$ cat config.mk
export PLATFORM = sky130hd
export DESIGN_NAME = merge_rr_sched_flat
export DESIGN_NICKNAME = d
export VERILOG_FILES = /design/src/rtl/merge_rr_sched_pkg.sv /design/src/rtl/merge_rr_sched_if.sv /design/src/rtl/merge_rr_sched_rr_pick.sv /design/src/rtl/merge_rr_sched.sv /design/src/flat_wrapper.sv
export SDC_FILE = /design/constraint.sdc
export NUM_CORES = 1
export LEC_CHECK = 0
export CAP_MARGIN = 0
export CORE_MARGIN = 3
export CORE_UTILIZATION = 30
export CTS_BUF_LIST = sky130_fd_sc_hd__clkbuf_2
export DETAILED_ROUTE_END_ITERATION = 8
export GPL_TIMING_DRIVEN = 0
export PLACE_DENSITY = 0.77
export SLEW_MARGIN = 20
export SYNTH_ARGS = -nofsm -noshare
export SYNTH_HDL_FRONTEND = slang
export SYNTH_SLANG_ARGS = --single-unit
$ cat constraint.sdc
create_clock -name clk -period 3.3 [get_ports clk]
set_clock_uncertainty 0.2 [all_clocks]
set_input_delay 0.66 -clock clk [delete_from_list [all_inputs] [get_ports clk]]
set_output_delay 0.66 -clock clk [all_outputs]
set_load 0.005 [all_outputs]
$ cat src/rtl/merge_rr_sched_pkg.sv
// Shared types and sizing helpers for the round-robin event merge scheduler.
package merge_sched_pkg;

  localparam int unsigned DATA_WIDTH_DEF = 32;
  localparam int unsigned NUM_PORTS_DEF  = 4;
  localparam int unsigned BURST_LEN_DEF  = 4;

  // Burst counter holds 1..15.
  localparam int unsigned BURST_CNT_W = 4;

  typedef enum logic [1:0] {
    IDLE  = 2'd0,
    FETCH = 2'd1,
    HOLD  = 2'd2,
    NEXT  = 2'd3
  } sched_state_e;

  function automatic int unsigned idx_w(input int unsigned n);
    return (n <= 1) ? 1 : $clog2(n);
  endfunction

endpackage

$ cat src/rtl/merge_rr_sched_if.sv
// Input-FIFO / output-FIFO bundle seen by the merge scheduler.
interface merge_rr_sched_if
  import merge_sched_pkg::*;
#(
  parameter int unsigned DATA_WIDTH = DATA_WIDTH_DEF,
  parameter int unsigned NUM_PORTS  = NUM_PORTS_DEF
);

  localparam int unsigned IDX_W = idx_w(NUM_PORTS);

  logic [NUM_PORTS*DATA_WIDTH-1:0] din;
  logic [NUM_PORTS-1:0]            buf_empty;
  logic                            buffer_out_full;
  logic [NUM_PORTS-1:0]            read_en;
  logic [DATA_WIDTH-1:0]           dout;
  logic                            wen;
  logic [IDX_W-1:0]                grant_idx;
  logic                            busy;

  modport master (
    input  din, buf_empty, buffer_out_full,
    output read_en, dout, wen, grant_idx, busy
  );

  modport slave (
    output din, buf_empty, buffer_out_full,
    input  read_en, dout, wen, grant_idx, busy
  );

endinterface

$ cat src/rtl/merge_rr_sched_rr_pick.sv
// Finds the first requesting port at or after ptr, wrapping past the last port.
module rr_pick
  import merge_sched_pkg::*;
#(
  parameter int unsigned NUM_PORTS = NUM_PORTS_DEF,
  parameter int unsigned IDX_W     = idx_w(NUM_PORTS)
) (
  input  logic [NUM_PORTS-1:0] req,
  input  logic [IDX_W-1:0]     ptr,
  output logic                 found,
  output logic [IDX_W-1:0]     idx
);

  logic [IDX_W-1:0] cand;

  always_comb begin
    found = 1'b0;
    idx   = '0;
    cand  = '0;
    for (int unsigned k = 0; k < NUM_PORTS; k++) begin
      cand = IDX_W'((32'(ptr) + k) % NUM_PORTS);
      if (!found && req[cand]) begin
        found = 1'b1;
        idx   = cand;
      end
    end
  end

endmodule

$ cat src/rtl/merge_rr_sched.sv
// Round-robin merge of NUM_PORTS input event FIFOs into one output FIFO,
// with bounded bursts per grant and full-flag backpressure.
module merge_rr_sched
  import merge_sched_pkg::*;
#(
  parameter int unsigned DATA_WIDTH = DATA_WIDTH_DEF,
  parameter int unsigned NUM_PORTS  = NUM_PORTS_DEF,
  parameter int unsigned BURST_LEN  = BURST_LEN_DEF
) (
  input logic             clk,
  input logic             reset_n,
  merge_rr_sched_if.master bus
);

  localparam int unsigned IDX_W = idx_w(NUM_PORTS);
  localparam int unsigned CNT_W = BURST_CNT_W;
  localparam logic [IDX_W-1:0] LAST_PORT = IDX_W'(NUM_PORTS - 1);
  localparam logic [CNT_W-1:0] BURST_MAX = CNT_W'(BURST_LEN);

  sched_state_e state_q, state_d;
  logic [IDX_W-1:0]      rr_ptr_q, rr_ptr_d;
  logic [IDX_W-1:0]      grant_q, grant_d;
  logic [CNT_W-1:0]      cnt_q, cnt_d;
  logic [NUM_PORTS-1:0]  read_en_q, read_en_d;
  logic [DATA_WIDTH-1:0] dout_q, dout_d;
  logic                  wen_q, wen_d;
  logic                  busy_q;

  logic [IDX_W-1:0]      ptr_inc, pick_ptr, pick_idx;
  logic                  pick_found;
  logic                  issue;
  logic [NUM_PORTS-1:0]  req;
  logic [DATA_WIDTH-1:0] din_sel;

  assign req      = ~bus.buf_empty;
  assign ptr_inc  = (grant_q == LAST_PORT) ? '0 : grant_q + IDX_W'(1);
  // At grant end the search starts just past the port that was granted.
  assign pick_ptr = (state_q == NEXT) ? ptr_inc : rr_ptr_q;
  assign din_sel  = bus.din[32'(grant_q) * DATA_WIDTH +: DATA_WIDTH];

  rr_pick #(
    .NUM_PORTS (NUM_PORTS),
    .IDX_W     (IDX_W)
  ) u_pick (
    .req   (req),
    .ptr   (pick_ptr),
    .found (pick_found),
    .idx   (pick_idx)
  );

  always_comb begin
    state_d   = state_q;
    rr_ptr_d  = rr_ptr_q;
    grant_d   = grant_q;
    cnt_d     = cnt_q;
    read_en_d = '0;
    dout_d    = dout_q;
    wen_d     = 1'b0;
    issue     = 1'b0;

    case (state_q)
      IDLE: issue = 1'b1;
      FETCH: begin
        // The read strobe is still out this cycle; its data lands next cycle.
        if (|read_en_q) begin
          state_d = FETCH;
        end else begin
          dout_d = din_sel;
          if (!bus.buffer_out_full) begin
            wen_d   = 1'b1;
            state_d = NEXT;
          end else begin
            state_d = HOLD;
          end
        end
      end
      HOLD: begin
        if (!bus.buffer_out_full) begin
          wen_d   = 1'b1;
          state_d = NEXT;
        end
      end
      NEXT: begin
        if (!bus.buf_empty[grant_q] && (cnt_q < BURST_MAX) && !bus.buffer_out_full) begin
          read_en_d[grant_q] = 1'b1;
          cnt_d              = cnt_q + CNT_W'(1);
          state_d            = FETCH;
        end else begin
          rr_ptr_d = ptr_inc;
          issue    = 1'b1;
        end
      end
      default: state_d = IDLE;
    endcase

    if (issue) begin
      if (!bus.buffer_out_full && pick_found) begin
        grant_d             = pick_idx;
        cnt_d               = CNT_W'(1);
        read_en_d[pick_idx] = 1'b1;
        state_d             = FETCH;
      end else begin
        state_d = IDLE;
      end
    end
  end

  always_ff @(posedge clk or negedge reset_n) begin
    if (!reset_n) begin
      state_q   <= IDLE;
      rr_ptr_q  <= '0;
      grant_q   <= '0;
      cnt_q     <= '0;
      read_en_q <= '0;
      dout_q    <= '0;
      wen_q     <= 1'b0;
      busy_q    <= 1'b0;
    end else begin
      state_q   <= state_d;
      rr_ptr_q  <= rr_ptr_d;
      grant_q   <= grant_d;
      cnt_q     <= cnt_d;
      read_en_q <= read_en_d;
      dout_q    <= dout_d;
      wen_q     <= wen_d;
      busy_q    <= (state_d != IDLE);
    end
  end

  assign bus.read_en   = read_en_q;
  assign bus.dout      = dout_q;
  assign bus.wen       = wen_q;
  assign bus.grant_idx = grant_q;
  assign bus.busy      = busy_q;

endmodule

$ cat src/flat_wrapper.sv
// flat-port wrapper written by rule: the top's interface ports become plain ports
module merge_rr_sched_flat import merge_sched_pkg::*;
#(
  parameter int unsigned DATA_WIDTH = DATA_WIDTH_DEF,
  parameter int unsigned NUM_PORTS  = NUM_PORTS_DEF,
  parameter int unsigned BURST_LEN  = BURST_LEN_DEF
)
  (clk, reset_n, bus_din, bus_buf_empty, bus_buffer_out_full, bus_read_en, bus_dout, bus_wen, bus_grant_idx, bus_busy);
  merge_rr_sched_if #(.DATA_WIDTH(DATA_WIDTH), .NUM_PORTS(NUM_PORTS)) bus_i ();
  input logic clk;
  input logic reset_n;
  input wire logic [$bits(bus_i.din)-1:0] bus_din;
  input wire logic [$bits(bus_i.buf_empty)-1:0] bus_buf_empty;
  input wire logic [$bits(bus_i.buffer_out_full)-1:0] bus_buffer_out_full;
  output wire logic [$bits(bus_i.read_en)-1:0] bus_read_en;
  output wire logic [$bits(bus_i.dout)-1:0] bus_dout;
  output wire logic [$bits(bus_i.wen)-1:0] bus_wen;
  output wire logic [$bits(bus_i.grant_idx)-1:0] bus_grant_idx;
  output wire logic [$bits(bus_i.busy)-1:0] bus_busy;
  assign bus_i.din = bus_din;
  assign bus_i.buf_empty = bus_buf_empty;
  assign bus_i.buffer_out_full = bus_buffer_out_full;
  assign bus_read_en = bus_i.read_en;
  assign bus_dout = bus_i.dout;
  assign bus_wen = bus_i.wen;
  assign bus_grant_idx = bus_i.grant_idx;
  assign bus_busy = bus_i.busy;
  merge_rr_sched #(.DATA_WIDTH(DATA_WIDTH), .NUM_PORTS(NUM_PORTS), .BURST_LEN(BURST_LEN)) u_core (.clk(clk), .reset_n(reset_n), .bus(bus_i));
endmodule
==> implementation parameters <==
Parameter                              Value

Run status
  Result of the run ... finished, final reports clean

GRT
  First-pass GRT wire length ... 14570 µm
  Maximum number of pins on one net before global-route repair ... 26
  Overflow after GRT ... 0
  Tot GR Track Use ... 0.1635
  Antenna violations before repair ... 0
  Via count of the first global-routing pass ... 2855

Timing
  Maximum operating frequency ... 340.2 MHz
  Max-slew headroom at the worst pin ... 0.5674
  Number of setup violations in the final report ... 0
  Tightest Pin Transition ... 0.6430 ns
  Final cycle utilization of the critical path ... 0.8907
  Post-route setup TNS ... 0 ns
  Worst hold-check slack ... 0.3208 ns
  Slew Viols, Final ... 0
  Final min period ... 2.939 ns
  Final hold violations ... 0
  Unrepaired setup endpoints after global routing ... no

Run
  Number of maximum-capacitance violations ... 0

Synth
  Number of flops mapped to enable cells by yosys ... 0
  Yosys top cell area share ... 0.4092
  Largest area contributor in the synthesized netlist ... sky130_fd_sc_hd__dfrtp_1
  Number of distinct library cells after synthesis ... 38
  Predominant post-synthesis flop cell ... sky130_fd_sc_hd__dfrtp_1
  List of most frequent post-synthesis cells ... sky130_fd_sc_hd__dfrtp_1, sky130_fd_sc_hd__mux4_2, sky130_fd_sc_hd__mux2_2, sky130_fd_sc_hd__nand2_1, sky130_fd_sc_hd__ha_1
  Synthesized netlist net count ... 351
  Syn Area/Cell ... 14.25 µm²
  Compound-Gate Fraction of Synth Area ... 0.06692
  Most frequently used cell type in the post-synthesis netlist ... sky130_fd_sc_hd__dfrtp_1
  Main combinational cell family by area after synthesis ... multiplexers
  Async S/R FF share, synth ... 1.000
  Synthesized cell area ... 2935 µm²
  Yosys warnings ... 0
  XOR/XNOR Fraction of Synth Area ... 0.002984
  Flops & latches, synth ... 48
  Largest cells by area after synthesis ... sky130_fd_sc_hd__dfrtp_1, sky130_fd_sc_hd__mux4_2, sky130_fd_sc_hd__mux2_2
  Fraction of the mapped netlist area in adder cells ... 0.04263
  Mapped Cells ... 206
  Multiplexer share of the synthesized area ... 0.3939
  Sequential fraction of the synthesis area ... 0.4092
  Basic-gate share of the synthesized area counting and, or, nand and nor cells ... 0.05712

Drt
  Number of search-and-repair iterations in the first detailed-routing pass ... 4
  Count of unresolved DRC violations after routing ... 0
  Antenna-violating nets left ... 0
  DR iter-0 viols ... 70
  Final routed wirelength across all metal layers ... 9012 µm
  Routed len/inst ... 17.40 µm
  Via/cell ratio ... 4.894
  Routed vias ... 2535

CTS
  Clock-pin transition on the worst setup and hold timing paths ... 0.22 ns
  Number of buffers between clock root and the deepest sink ... 2
  Htree depth ... 2
  Clock root buffer master ... sky130_fd_sc_hd__clkbuf_2
  Num CTS Buffers ... 5
  Worst-skew pair later-pin latency ... 0.41 ns
  Number of sinks handled by clock tree synthesis ... 48
  TritonCTS clock tree ... done

Die
  Die area ... 11010 µm²
  Site Rows ... 35
  Count of pins on the block boundary ... 175
  Core outline area ... 9371 µm²
  Horiz. Die Dim ... 104.9 µm
  Vertical die dimension ... 104.9 µm
  Initial core utilization ... 0.3132

Worst setup path
  Endpoint of the lowest-slack register-to-register path ... u_core.bus.grant_idx[1]$_DFFE_PN0P_
  Crit path capture ... u_core.bus.grant_idx[1]$_DFFE_PN0P_
  Data required time at the worst endpoint ... 3.40 ns
  Reg2Reg Setup Slack ... 0.36 ns
  Worst R2R Start ... u_core.bus.grant_idx[1]$_DFFE_PN0P_
  Signal arrival time at the worst endpoint ... 3.04 ns
  Crit Path Category ... reg -> reg
  Reg2reg path depth ... 8
  Start point of the critical path ... u_core.bus.grant_idx[1]$_DFFE_PN0P_
  Kind of end point of the critical path ... register
  Maximum fanout along the worst path ... 10
  Kind of launch point of the worst setup path ... register

Cells and area
  Number of inserted diodes ... 0
  Ratio of cells with drive above 1 in the final layout ... 0.2005
  Area added between synthesis and finish ... 66.79%
  Non-Filler Instances ... 518
  Layout fillers ... 841
  Nets ... 534

Placed design
  Routability congestion estimate from global placement ... 0.7801
  DP HPWL ... 7495 µm
  Cell Count Post-Placement ... 510
  Number of buffer cells added on primary ports ... 174

Hold path
  HP Class ... reg -> reg

Power
  Worst VDD drop ... 367.8 µV
  Total chip power ... 3540 µW
  Leakage dissipation ... 0.001899 µW
  Pwr per Cell Area ... 723.1 nW/µm²
-- through the flow --
stage	utilization	worst slack (ns)	area [µm²]
after global placement	0.5163	-0.01926	4838
after CTS	0.5224	0.3228	4896
after floorplan	-	0.7831	2935
after global routing	0.5224	0.1425	4896
after detailed placement	0.5179	0.3571	4853
final	0.5224	0.3607	4896
-- logic make-up (layout without fill, tap and decap cells) --
| logic type | Yosys count | count (layout) |
|---|---|---|
| mux | 70 | 70 |
| xor+xnor | 1 | 1 |
| compound gates | 28 | 28 |
| flops | 48 | 48 |
| buf+inv | 18 | 201 |
| simple gates | 31 | 31 |
| fa+ha+maj | 10 | 10 |
-- worst max-delay path, cell delays in order (launching register included) --
cell,delay [ns]
sky130_fd_sc_hd__dfrtp_1,0.48
sky130_fd_sc_hd__buf_6,0.18
sky130_fd_sc_hd__clkbuf_1,0.50
sky130_fd_sc_hd__inv_1,0.16
sky130_fd_sc_hd__ha_1,0.34
sky130_fd_sc_hd__mux2i_1,0.29
sky130_fd_sc_hd__o21ai_0,0.16
sky130_fd_sc_hd__o21ai_0,0.38
sky130_fd_sc_hd__o21ai_0,0.15
-- flip-flops by register name, summed over array words and instances (netlist names) --
| signal | cells |
|---|---|
| u_core.bus.busy | 1 |
| u_core.state_q | 2 |
| u_core.bus.read_en | 4 |
| u_core.bus.grant_idx | 2 |
| u_core.bus.wen | 1 |
| u_core.bus.dout | 32 |
| u_core.rr_ptr_q | 2 |
| u_core.cnt_q | 4 |
-- what timing repair did --
action,in CTS,in global routing
gates resized for setup,0,0
buffers inserted,0,0
hold buffers,1,0
hold endpoints to repair,22,0
-- routing by layer --
| layer | track usage | part of all wire | up-vias |
|---|---|---|---|
| li1 | - | - | 1163 |
| met1 | 0.1858 | 0.40 | 1252 |
| met3 | 0.05374 | 0.082 | 10 |
| met2 | 0.3020 | 0.52 | 110 |
| met4 | 0.02624 | 0.0079 | 0 |
| met5 | 0 | 0 | - |
-- power by group --
| group | leakage [µW] | internal, µW | switching, µW |
|---|---|---|---|
| Clock | 0.0000239 | 43.8 | 180 |
| Combinational | 0.00130 | 1370 | 921 |
| Sequential | 0.000579 | 873 | 152 |
| Total | 0.00190 | 2290 | 1250 |
-- cell type report --
class / instances / area [µm²] / area share
Sequential cell: 48 / 1201 / 0.2453
Clock inverter: 2 / 7.507 / 0.001533
Buffer: 11 / 53.80 / 0.01099
Clock buffer: 5 / 25.02 / 0.005111
Timing Repair Buffer: 176 / 1767 / 0.3608
Multi-Input combinational cell: 140 / 1654 / 0.3378
Tap cell: 129 / 161.4 / 0.03297
Inverter: 7 / 26.28 / 0.005367
-- how the worst min path moves through the flow --
stage	start	end	slack, ns	cells past startpoint
floorplan	reset_n	u_core.bus.busy$_DFF_PN0_	0.16	0
global placement	u_core.rr_ptr_q[0]$_DFFE_PN0P_	u_core.rr_ptr_q[0]$_DFFE_PN0P_	0.26	2
detailed placement	u_core.bus.dout[13]$_DFFE_PN0P_	u_core.bus.dout[13]$_DFFE_PN0P_	0.28	1
CTS	u_core.bus.dout[13]$_DFFE_PN0P_	u_core.bus.dout[13]$_DFFE_PN0P_	0.33	1
global route	u_core.bus.dout[3]$_DFFE_PN0P_	u_core.bus.dout[3]$_DFFE_PN0P_	0.35	1
finish	u_core.bus.dout[13]$_DFFE_PN0P_	u_core.bus.dout[13]$_DFFE_PN0P_	0.32	1
-- cells in the final DEF (no fill, tap or decap), drive strengths merged, types with 2 or more instances in the layout --
master / n
inv: 7
nor2: 6
o21ai: 10
o31ai: 2
nand2: 11
nor3: 4
mux4: 33
ha: 10
mux2: 34
nand2b: 3
dfrtp: 48
o21a: 2
a21boi: 2
clkbuf: 11
nor4: 2
a22o: 2
mux2i: 3
a21oi: 5
nor3b: 2
clkinv: 2
buf: 7
clkdlybuf4s50: 173
No activity file was read; power rests on OpenSTA's default activity.
